[config.mk]
export PLATFORM = sky130hd
export DESIGN_NAME = mem_bist
export DESIGN_NICKNAME = d
export VERILOG_FILES = /design/src/rtl/mem_bist.sv
export SDC_FILE = /design/constraint.sdc
export NUM_CORES = 1
export LEC_CHECK = 0
export CAP_MARGIN = 20
export CORE_UTILIZATION = 55
export CTS_CLUSTER_DIAMETER = 30
export CTS_CLUSTER_SIZE = 16
export DETAILED_ROUTE_END_ITERATION = 7
export GPL_TIMING_DRIVEN = 0
export PLACE_DENSITY = 0.75
export SYNTH_ARGS = -nofsm -noshare
export SYNTH_HDL_FRONTEND = slang
export SYNTH_SLANG_ARGS = --single-unit
[constraint.sdc]
create_clock -name clk -period 3.6 [get_ports clk]
set_clock_uncertainty 0.05 [all_clocks]
set_input_delay 0.54 -clock clk [delete_from_list [all_inputs] [get_ports clk]]
set_output_delay 0.54 -clock clk [all_outputs]
set_load 0.01 [all_outputs]
[src/rtl/mem_bist.sv]
// Single-port synchronous RAM with a registered read path and a March C- self-test engine.
// Each BIST read is registered and then compared on the next edge. The test stops at the first mismatch.
module mem_bist #(
    parameter int ADR_SIZE  = 4,
    parameter int DATA_SIZE = 8
) (
    input  logic                 clk,
    input  logic                 rst,
    input  logic [ADR_SIZE-1:0]  adress,
    input  logic                 wr_en,
    input  logic                 rd_en,
    input  logic [DATA_SIZE-1:0] wr_data,
    output logic [DATA_SIZE-1:0] rd_data,
    output logic                 rd_valid,
    input  logic                 bist_start,
    output logic                 bist_busy,
    output logic                 bist_done,
    output logic                 bist_fail,
    output logic [ADR_SIZE-1:0]  fail_adr,
    input  logic                 inj_en,
    input  logic [ADR_SIZE-1:0]  inj_adr
);
    localparam int N = 1 << ADR_SIZE;

    // S_FLUSH holds the engine for one cycle so the final read can be compared.
    typedef enum logic [1:0] {S_IDLE, S_RUN, S_FLUSH, S_DONE} state_t;

    state_t               state_q, state_d;
    logic [2:0]           elem_q, elem_d;
    logic                 phase_q, phase_d;
    logic [ADR_SIZE-1:0]  badr_q, badr_d;
    logic                 cmp_vld_q, cmp_vld_d;
    logic [ADR_SIZE-1:0]  cmp_adr_q, cmp_adr_d;
    logic [DATA_SIZE-1:0] cmp_data_q, cmp_data_d;
    logic [DATA_SIZE-1:0] cmp_exp_q, cmp_exp_d;
    logic                 fail_q, fail_d;
    logic [ADR_SIZE-1:0]  fail_adr_q, fail_adr_d;
    logic [DATA_SIZE-1:0] rd_data_q, rd_data_d;
    logic                 rd_valid_q, rd_valid_d;
    logic [DATA_SIZE-1:0] ram_q [N];

    logic                 ram_we;
    logic [ADR_SIZE-1:0]  ram_wadr;
    logic [DATA_SIZE-1:0] ram_wdata;
    logic [DATA_SIZE-1:0] func_word, bist_word;
    logic                 busy, mismatch, start;
    logic                 is_rw, op_rd, ones_rd, ones_wr, adv, desc, term;

    // Injected fault: bit 0 of the selected word reads back as 0.
    assign func_word = ram_q[adress] & ~DATA_SIZE'(inj_en && (adress == inj_adr));
    assign bist_word = ram_q[badr_q] & ~DATA_SIZE'(inj_en && (badr_q == inj_adr));

    assign busy     = (state_q == S_RUN) || (state_q == S_FLUSH);
    assign mismatch = cmp_vld_q && (cmp_data_q != cmp_exp_q);
    assign start    = bist_start && ((state_q == S_IDLE) || (state_q == S_DONE));

    // M0 = w0, M1..M4 = (read, write) pairs, M5 = r0. M3 and M4 run in descending order.
    assign is_rw   = (elem_q != 3'd0) && (elem_q != 3'd5);
    assign op_rd   = (is_rw && !phase_q) || (elem_q == 3'd5);
    assign ones_rd = (elem_q == 3'd2) || (elem_q == 3'd4);
    assign ones_wr = (elem_q == 3'd1) || (elem_q == 3'd3);
    assign adv     = !is_rw || phase_q;
    assign desc    = (elem_q == 3'd3) || (elem_q == 3'd4);
    assign term    = desc ? (badr_q == '0) : (badr_q == '1);

    always_comb begin
        state_d    = state_q;
        elem_d     = elem_q;
        phase_d    = phase_q;
        badr_d     = badr_q;
        cmp_vld_d  = 1'b0;
        cmp_adr_d  = cmp_adr_q;
        cmp_data_d = cmp_data_q;
        cmp_exp_d  = cmp_exp_q;
        fail_d     = fail_q;
        fail_adr_d = fail_adr_q;
        rd_data_d  = rd_data_q;
        rd_valid_d = 1'b0;
        ram_we     = 1'b0;
        ram_wadr   = adress;
        ram_wdata  = wr_data;
        case (state_q)
            S_IDLE, S_DONE: begin
                if (wr_en) begin
                    ram_we = 1'b1;
                end else if (rd_en) begin
                    rd_data_d  = func_word;
                    rd_valid_d = 1'b1;
                end
                if (start) begin
                    state_d    = S_RUN;
                    elem_d     = 3'd0;
                    phase_d    = 1'b0;
                    badr_d     = '0;
                    fail_d     = 1'b0;
                    fail_adr_d = '0;
                end
            end
            S_RUN: begin
                if (mismatch) begin
                    fail_d     = 1'b1;
                    fail_adr_d = cmp_adr_q;
                    state_d    = S_DONE;
                end else begin
                    if (op_rd) begin
                        cmp_vld_d  = 1'b1;
                        cmp_adr_d  = badr_q;
                        cmp_data_d = bist_word;
                        cmp_exp_d  = ones_rd ? '1 : '0;
                    end else begin
                        ram_we    = 1'b1;
                        ram_wadr  = badr_q;
                        ram_wdata = ones_wr ? '1 : '0;
                    end
                    phase_d = is_rw && !phase_q;
                    if (adv) begin
                        if (!term) begin
                            badr_d = desc ? badr_q - ADR_SIZE'(1) : badr_q + ADR_SIZE'(1);
                        end else if (elem_q == 3'd5) begin
                            state_d = S_FLUSH;
                        end else begin
                            elem_d = elem_q + 3'd1;
                            badr_d = ((elem_q == 3'd2) || (elem_q == 3'd3)) ? '1 : '0;
                        end
                    end
                end
            end
            S_FLUSH: begin
                if (mismatch) begin
                    fail_d     = 1'b1;
                    fail_adr_d = cmp_adr_q;
                end
                state_d = S_DONE;
            end
            default: state_d = S_IDLE;
        endcase
    end

    always_ff @(posedge clk) begin
        if (rst) begin
            state_q    <= S_IDLE;
            elem_q     <= '0;
            phase_q    <= 1'b0;
            badr_q     <= '0;
            cmp_vld_q  <= 1'b0;
            cmp_adr_q  <= '0;
            cmp_data_q <= '0;
            cmp_exp_q  <= '0;
            fail_q     <= 1'b0;
            fail_adr_q <= '0;
            rd_data_q  <= '0;
            rd_valid_q <= 1'b0;
        end else begin
            state_q    <= state_d;
            elem_q     <= elem_d;
            phase_q    <= phase_d;
            badr_q     <= badr_d;
            cmp_vld_q  <= cmp_vld_d;
            cmp_adr_q  <= cmp_adr_d;
            cmp_data_q <= cmp_data_d;
            cmp_exp_q  <= cmp_exp_d;
            fail_q     <= fail_d;
            fail_adr_q <= fail_adr_d;
            rd_data_q  <= rd_data_d;
            rd_valid_q <= rd_valid_d;
        end
    end

    // Reset does not clear the array contents.
    always_ff @(posedge clk) begin
        if (ram_we && !rst) ram_q[ram_wadr] <= ram_wdata;
    end

    assign rd_data   = rd_data_q;
    assign rd_valid  = rd_valid_q;
    assign bist_busy = busy;
    assign bist_done = (state_q == S_DONE);
    assign bist_fail = fail_q;
    assign fail_adr  = fail_adr_q;

endmodule

==> results by group, run 1 <==
Global routing
  – GR Util All Layers: about 31%
  – Largest net degree at the start of global routing: 17
  – Global route overflow: 0
  – Vias in the first global route: around 5500
  – First-pass GRT wire length: approximately 33000 um
  – Initial antenna violation count: 0

STA
  – Tcrit/Tclk final: about nine tenths
  – Max Slew Vio Count: 0
  – Minimum clock period: roughly 3.3 ns
  – Max_slew headroom: a little over a quarter
  – RSZ-0062 raised after global routing: no
  – Final Worst Setup Slack: between 0.3 and 0.4 ns
  – Setup_tns: 0 ns
  – Worst Max-Slew Pin Slew: between 1 and 1.5 ns
  – Setup Viol. Count Final: 0
  – Fmax: between 300 and 400 MHz
  – Final hold violations: 0

Die
  – Die ar.: between 15000 and 20000 um2
  – Area of the core: approximately 14000 um2
  – Die height: approximately 120 um
  – Rows: between 40 and 50
  – DIE WIDTH: around 120 um
  – Initial core utilization: 56.2%
  – # IOs: 38

Power and ir drop
  – Leakage: 3.01 nW
  – Post-layout power: between 5 and 6 mW
  – PwrDens: 566 nW/um2
  – Peak VDD IR: around 0.00047 V

Route
  – Post-DR wirelength/cell: 27.0 um
  – DRC violations left: 0
  – Vias/cell: just under 7
  – Vias: about 5600
  – DRT Pass-1 Iters: 5
  – WL final: between 20000 and 25000 um
  – Antenna Nets Post-Route: 0
  – Iter 0 DRT Violations: approximately 800

Synthesis
  – Post-synth EDFFs: approximately 130
  – Main synth FF type: edfxtp_1
  – Post-synth top area cell: edfxtp_1
  – Synth unique cells: slightly below 60
  – Mean Syn Cell Area: roughly 15 um2
  – Sequential share of the synthesized area: just under 60%
  – Netlist Area Pre-Place: slightly above 8000 um2
  – Synth Register Bits: between 150 and 200
  – Ys async rst share: 0%
  – Post-Syn Instances: 558
  – Yosys top cell area share: between 40% and 50%
  – Ranking of synthesized cells by area: edfxtp_1, mux4_2, dfxtp_1, a22oi_1, nand3_1
  – Synthesized Nets: 591
  – Synth warn: 0

Clock network
  – Longest Clk Path Bufs: 2
  – Hold Buf Count CTS: 0
  – Clock sinks: 170
  – Cts repair resizes: 0
  – Total CTS buffers: 17
  – Post-CTS Setup Bufs: 0
  – Clk root buf: clkbuf_16
  – Clock Latency Late Sink: about 0.43 ns
  – CTS H-tree depth: 4
  – CTS tree: done
  – Clock transition at the registers of the reported paths: 0.06 ns

Worst setup path
  – Worst-path cell chain: nor4_1, nand3_1, a211o_1, clkbuf_1, o31ai_2
  – R2R cell count: 5
  – Crit Path Category: reg -> reg
  – Arrival time at the worst endpoint: around 3.3 ns
  – Critical path capture point type: register
  – Slowest cell on the critical path: o31ai_2
  – Crit Path Max Fanout: 10
  – Startpoint types: register
  – Worst path max stage delay: between 1 and 1.5 ns
  – Req. time, crit path: around 3.6 ns

Finish
  – Final Instance Area: around 9400 um2
  – Synth-to-layout area growth: 16.0%
  – Post-route non-filler standard cell count: 823
  – Number of fill cells: 1029
  – Share of layout cells above drive strength 1: a little over a fifth
  – ANT cells: 0
  – Layout Nets: between 600 and 700

Flow run
  – MaxCap Viol Count: 0

Place
  – Count of input and output buffers: 35
  – Dpl cells: just under 800
  – Final Wtd Congestion: 0.909
  – Placement Cell Area: between 8000 and 9000 um2
  – Final HPWL DP: ~16000 um
  – Pre-CTS setup slack: 0.402 ns

Status
  – Status: finished clean

Min path
  – Hold Path Depth: 2
  – Min-delay worst type: reg -> reg
[placed cells by master, fill, tap and decap left out, types with 6 or more instances in the layout]
master,count
a21o_1,10
nor2_1,19
inv_1,11
o21ai_0,7
edfxtp_1,128
o31ai_2,12
nand4_1,6
a22oi_1,30
nand2_1,26
clkbuf_1,28
buf_4,15
clkdlybuf4s50_1,35
o21a_1,8
ha_1,10
dfxtp_1,42
nor3_1,8
clkbuf_16,17
buf_2,7
xor2_1,6
a21oi_1,32
mux4_2,64
nand3_1,33
[per-stage QoR]
step / utilization [%] / hold slack (ns)
floorplan: - / 0.394
global placement: 60.2 / 0.399
detailed placement: 61.5 / 0.399
CTS: 65.1 / 0.408
global route: 65.1 / 0.442
finish: 65.1 / 0.404
[critical path, delay by kind of cell (launching register included)]
kind | cells | cell delay [ns]
simple gates | 2 | 0.70
flops | 1 | 0.32
compound gates | 2 | 1.47
buf+inv | 1 | 0.34
[area by class of cell]
cell class	instances	area, um2	share of cell area (%)
well taps	184	230	2.44
repair buffers	49	455	4.83
inverters	12	45.0	0.478
multi-input cells	336	3320	35.2
clock inverters	14	96.3	1.02
clock buffers	18	429	4.55
plain buffers	40	171	1.82
flip-flops and latches	170	4680	49.7
[registers in the layout, summed over array words and instances (netlist names), named ones only]
signal      flops
state_q         2
fail_adr        4
ram_q         128
cmp_exp_q       1
rd_valid        1
bist_fail       1
badr_q          4
cmp_adr_q       4
cmp_data_q      8
elem_q          3
phase_q         1
cmp_vld_q       1
rd_data         8
[layer usage]
metal	GRT usage, %	vias up	wire length [um]
met5	0	-	0
met2	49.1	365	10800
met3	7.19	82	1900
met1	39.6	2788	8250
li1	-	2410	-
met4	18.1	0	1260
[worst paths after layout]
kind                                                  from                endpoint  slack (ns)
worst max-delay path            cmp_data_q[1]$_SDFFE_PP0P_  ram_q[11][2]$_DFFE_PP_        0.34
worst min-delay path                bist_fail$_SDFFE_PP0P_  bist_fail$_SDFFE_PP0P_        0.40
worst max register to register  cmp_data_q[1]$_SDFFE_PP0P_  ram_q[11][2]$_DFFE_PP_        0.34
worst min register to register      bist_fail$_SDFFE_PP0P_  bist_fail$_SDFFE_PP0P_        0.40
[report_power, final]
part           leakage, nW  total, mW  internal, mW  switching, mW
logic                 1.27       1.25         0.427          0.820
clock network        0.246       1.65         0.880          0.766
registers             1.49       2.44          2.40         0.0445
total                 3.01       5.34          3.71           1.63
[synthesized netlist by cell type (all sizes together) (5+ instances only)]
library cell / count
clkbuf: 28
a21oi: 32
a21o: 10
a22oi: 30
nand3: 33
mux4: 64
o31ai: 14
inv: 11
xor2: 6
dfxtp: 42
nand4: 6
o21a: 8
o41ai: 5
edfxtp: 128
ha: 10
mux2i: 5
o21ai: 7
nor2: 19
nor4: 5
buf: 12
nor3: 8
nand2: 26
[cell families after synthesis]
kind of cell,after synthesis,share of synthesized area [%]
AOI/OAI and AO/OA,129,11.0
adders and majority gates,11,1.79
DFF,170,57.6
buffers and inverters,52,2.66
muxes,69,18.5
and+or+nand+nor,117,7.34
xor gates and xnor gates,10,1.08
Power figures use the tool's default switching activity.
==> run 2: changes to the inputs <==
--- a/config.mk
+++ b/config.mk
@@ -12,6 +12,7 @@
 export DETAILED_ROUTE_END_ITERATION = 7
 export GPL_TIMING_DRIVEN = 0
 export PLACE_DENSITY = 0.75
+export SETUP_SLACK_MARGIN = 0.4
 export SYNTH_ARGS = -nofsm -noshare
 export SYNTH_HDL_FRONTEND = slang
 export SYNTH_SLANG_ARGS = --single-unit
==> run 2 against run 1 <==
Compared with the run above: register-to-register slack better by 0.11 ns; worst hold slack barely moved; total power rose by 0.19%; setup slack improved by 0.11 ns; via count is 1.1% higher; largest cell class unchanged; largest power group unchanged.
==> results by group, run 2 (synthesis results as in run 1) <==
Route
  – Iter 0 DRT Violations: between 700 and 800
  – DRC violations left: 0
  – Antenna Nets Post-Route: 0
  – WL final: approximately 22000 um
  – Vias: about 5700
  – DRT Pass-1 Iters: 5
  – Vias/cell: between 6 and 7
  – Post-DR wirelength/cell: roughly 27 um

Finish
  – Commonest non-fill, non-tap cells in the layout: edfxtp_1, mux4_2, dfxtp_1, clkdlybuf4s50_1, nand3_1
  – Most common cell after layout, fill and taps aside: edfxtp_1
  – Synth-to-layout area growth: 16.3%
  – ANT cells: 0
  – Final Instance Area: approximately 9500 um2
  – Max FFs per register: 128
  – Number of fill cells: between 1000 and 1500
  – Share of layout cells above drive strength 1: between 20 and 25%
  – Layout Nets: around 660
  – Largest Register: ram_q

STA
  – RSZ-0062 raised after global routing: yes
  – Final Worst Setup Slack: 0.451 ns
  – Worst Max-Slew Pin Slew: roughly 0.99 ns
  – Max_slew headroom: 34.0%
  – Setup_tns: 0 ns
  – Worst hold slack: around 0.40 ns
  – Minimum clock period: 3.15 ns
  – Final hold violations: 0
  – Fmax: between 300 and 400 MHz
  – Setup Viol. Count Final: 0
  – Tcrit/Tclk final: 87.5%
  – Max Slew Vio Count: 0

Global routing
  – First-pass GRT wire length: 32900 um
  – Initial antenna violation count: 0
  – Vias in the first global route: roughly 5500
  – Global route overflow: 0
  – GR Util All Layers: a little under a third
  – Largest net degree at the start of global routing: 17

Worst setup path
  – Req. time, crit path: roughly 3.7 ns
  – Startpoint types: register
  – Crit Path Category: reg -> reg
  – Crit Path Max Fanout: 10
  – Critical path capture point type: register
  – Arrival time at the worst endpoint: around 3.2 ns

Power and ir drop
  – Leakage: around 3 nW
  – Peak VDD IR: around 0.00046 V
  – PwrDens: roughly 570 nW/um2

Clock network
  – CTS H-tree depth: 4
  – Clock transition at the registers of the reported paths: about 0.06 ns
  – Clock sinks: 170
  – Clk root buf: clkbuf_16
  – Post-CTS Setup Bufs: 0
  – CTS tree: done
  – Clock Latency Late Sink: roughly 0.43 ns
  – Total CTS buffers: 17
  – Cts repair resizes: 0
  – Hold Buf Count CTS: 0
  – Longest Clk Path Bufs: 2

Die
  – Rows: 44
  – Initial core utilization: between 50% and 60%
  – Die height: about 120 um
  – Die ar.: around 15000 um2
  – # IOs: 38
  – Area of the core: approximately 14000 um2
  – DIE WIDTH: roughly 120 um

Min path
  – Min-delay worst type: reg -> reg

Place
  – Final Wtd Congestion: ~0.91
  – Pre-CTS setup slack: about 0.40 ns
  – Final HPWL DP: approximately 16000 um
  – Placement Cell Area: between 8000 and 9000 um2
  – Count of input and output buffers: 35

Flow run
  – MaxCap Viol Count: 0

Status
  – Status: finished clean
## run 2: final timing paths
check             cells past startpoint                endpoint  slack, ns                       start
hold / removal                        2  bist_fail$_SDFFE_PP0P_       0.40      bist_fail$_SDFFE_PP0P_
setup reg to reg                      6   ram_q[3][5]$_DFFE_PP_       0.45  cmp_data_q[1]$_SDFFE_PP0P_
setup / recovery                      6   ram_q[3][5]$_DFFE_PP_       0.45  cmp_data_q[1]$_SDFFE_PP0P_
hold reg to reg                       2  bist_fail$_SDFFE_PP0P_       0.40      bist_fail$_SDFFE_PP0P_
## run 2: cell type report
cell class,instances,area (um2),area share [%]
repair buffers,49,455,4.82
multi-input cells,336,3340,35.3
clock buffers,18,429,4.54
clock inverters,14,96.3,1.02
well taps,184,230,2.44
inverters,12,48.8,0.516
plain buffers,40,173,1.83
flip-flops and latches,170,4680,49.5
## run 2: power breakdown
part / internal (mW) / switching [mW]
clock: 0.880 / 0.758
sequential: 2.40 / 0.0443
combinational: 0.433 / 0.833
## run 2: metrics by stage
| step | power, mW | instances | utilization [%] |
|---|---|---|---|
| after global routing | 5.53 | 823 | 65.3 |
| after global placement | 3.62 | 777 | 60.2 |
| after detailed placement | 3.71 | 791 | 61.5 |
| after floorplan | 3.26 | 558 | - |
| final | 5.35 | 823 | 65.3 |
| after CTS | 5.33 | 823 | 65.1 |
## run 2: metal layers
| layer | up-vias | part of all wire, % | GRT usage (%) |
|---|---|---|---|
| met1 | 2787 | 36 | 39.6 |
| met2 | 427 | 49 | 49.1 |
| li1 | 2413 | - | - |
| met4 | 0 | 5.5 | 18.1 |
| met3 | 82 | 9.6 | 7.19 |
| met5 | - | 0 | 0 |
## run 2: worst max-delay path, cell delays in order, from the launching register on
cell and delay [ns]:
dfxtp_1 0.32, nor4_1 0.34, nand3_1 0.34, a211o_1 0.46, clkbuf_1 0.38, o41ai_2 0.68
buf_4 0.28
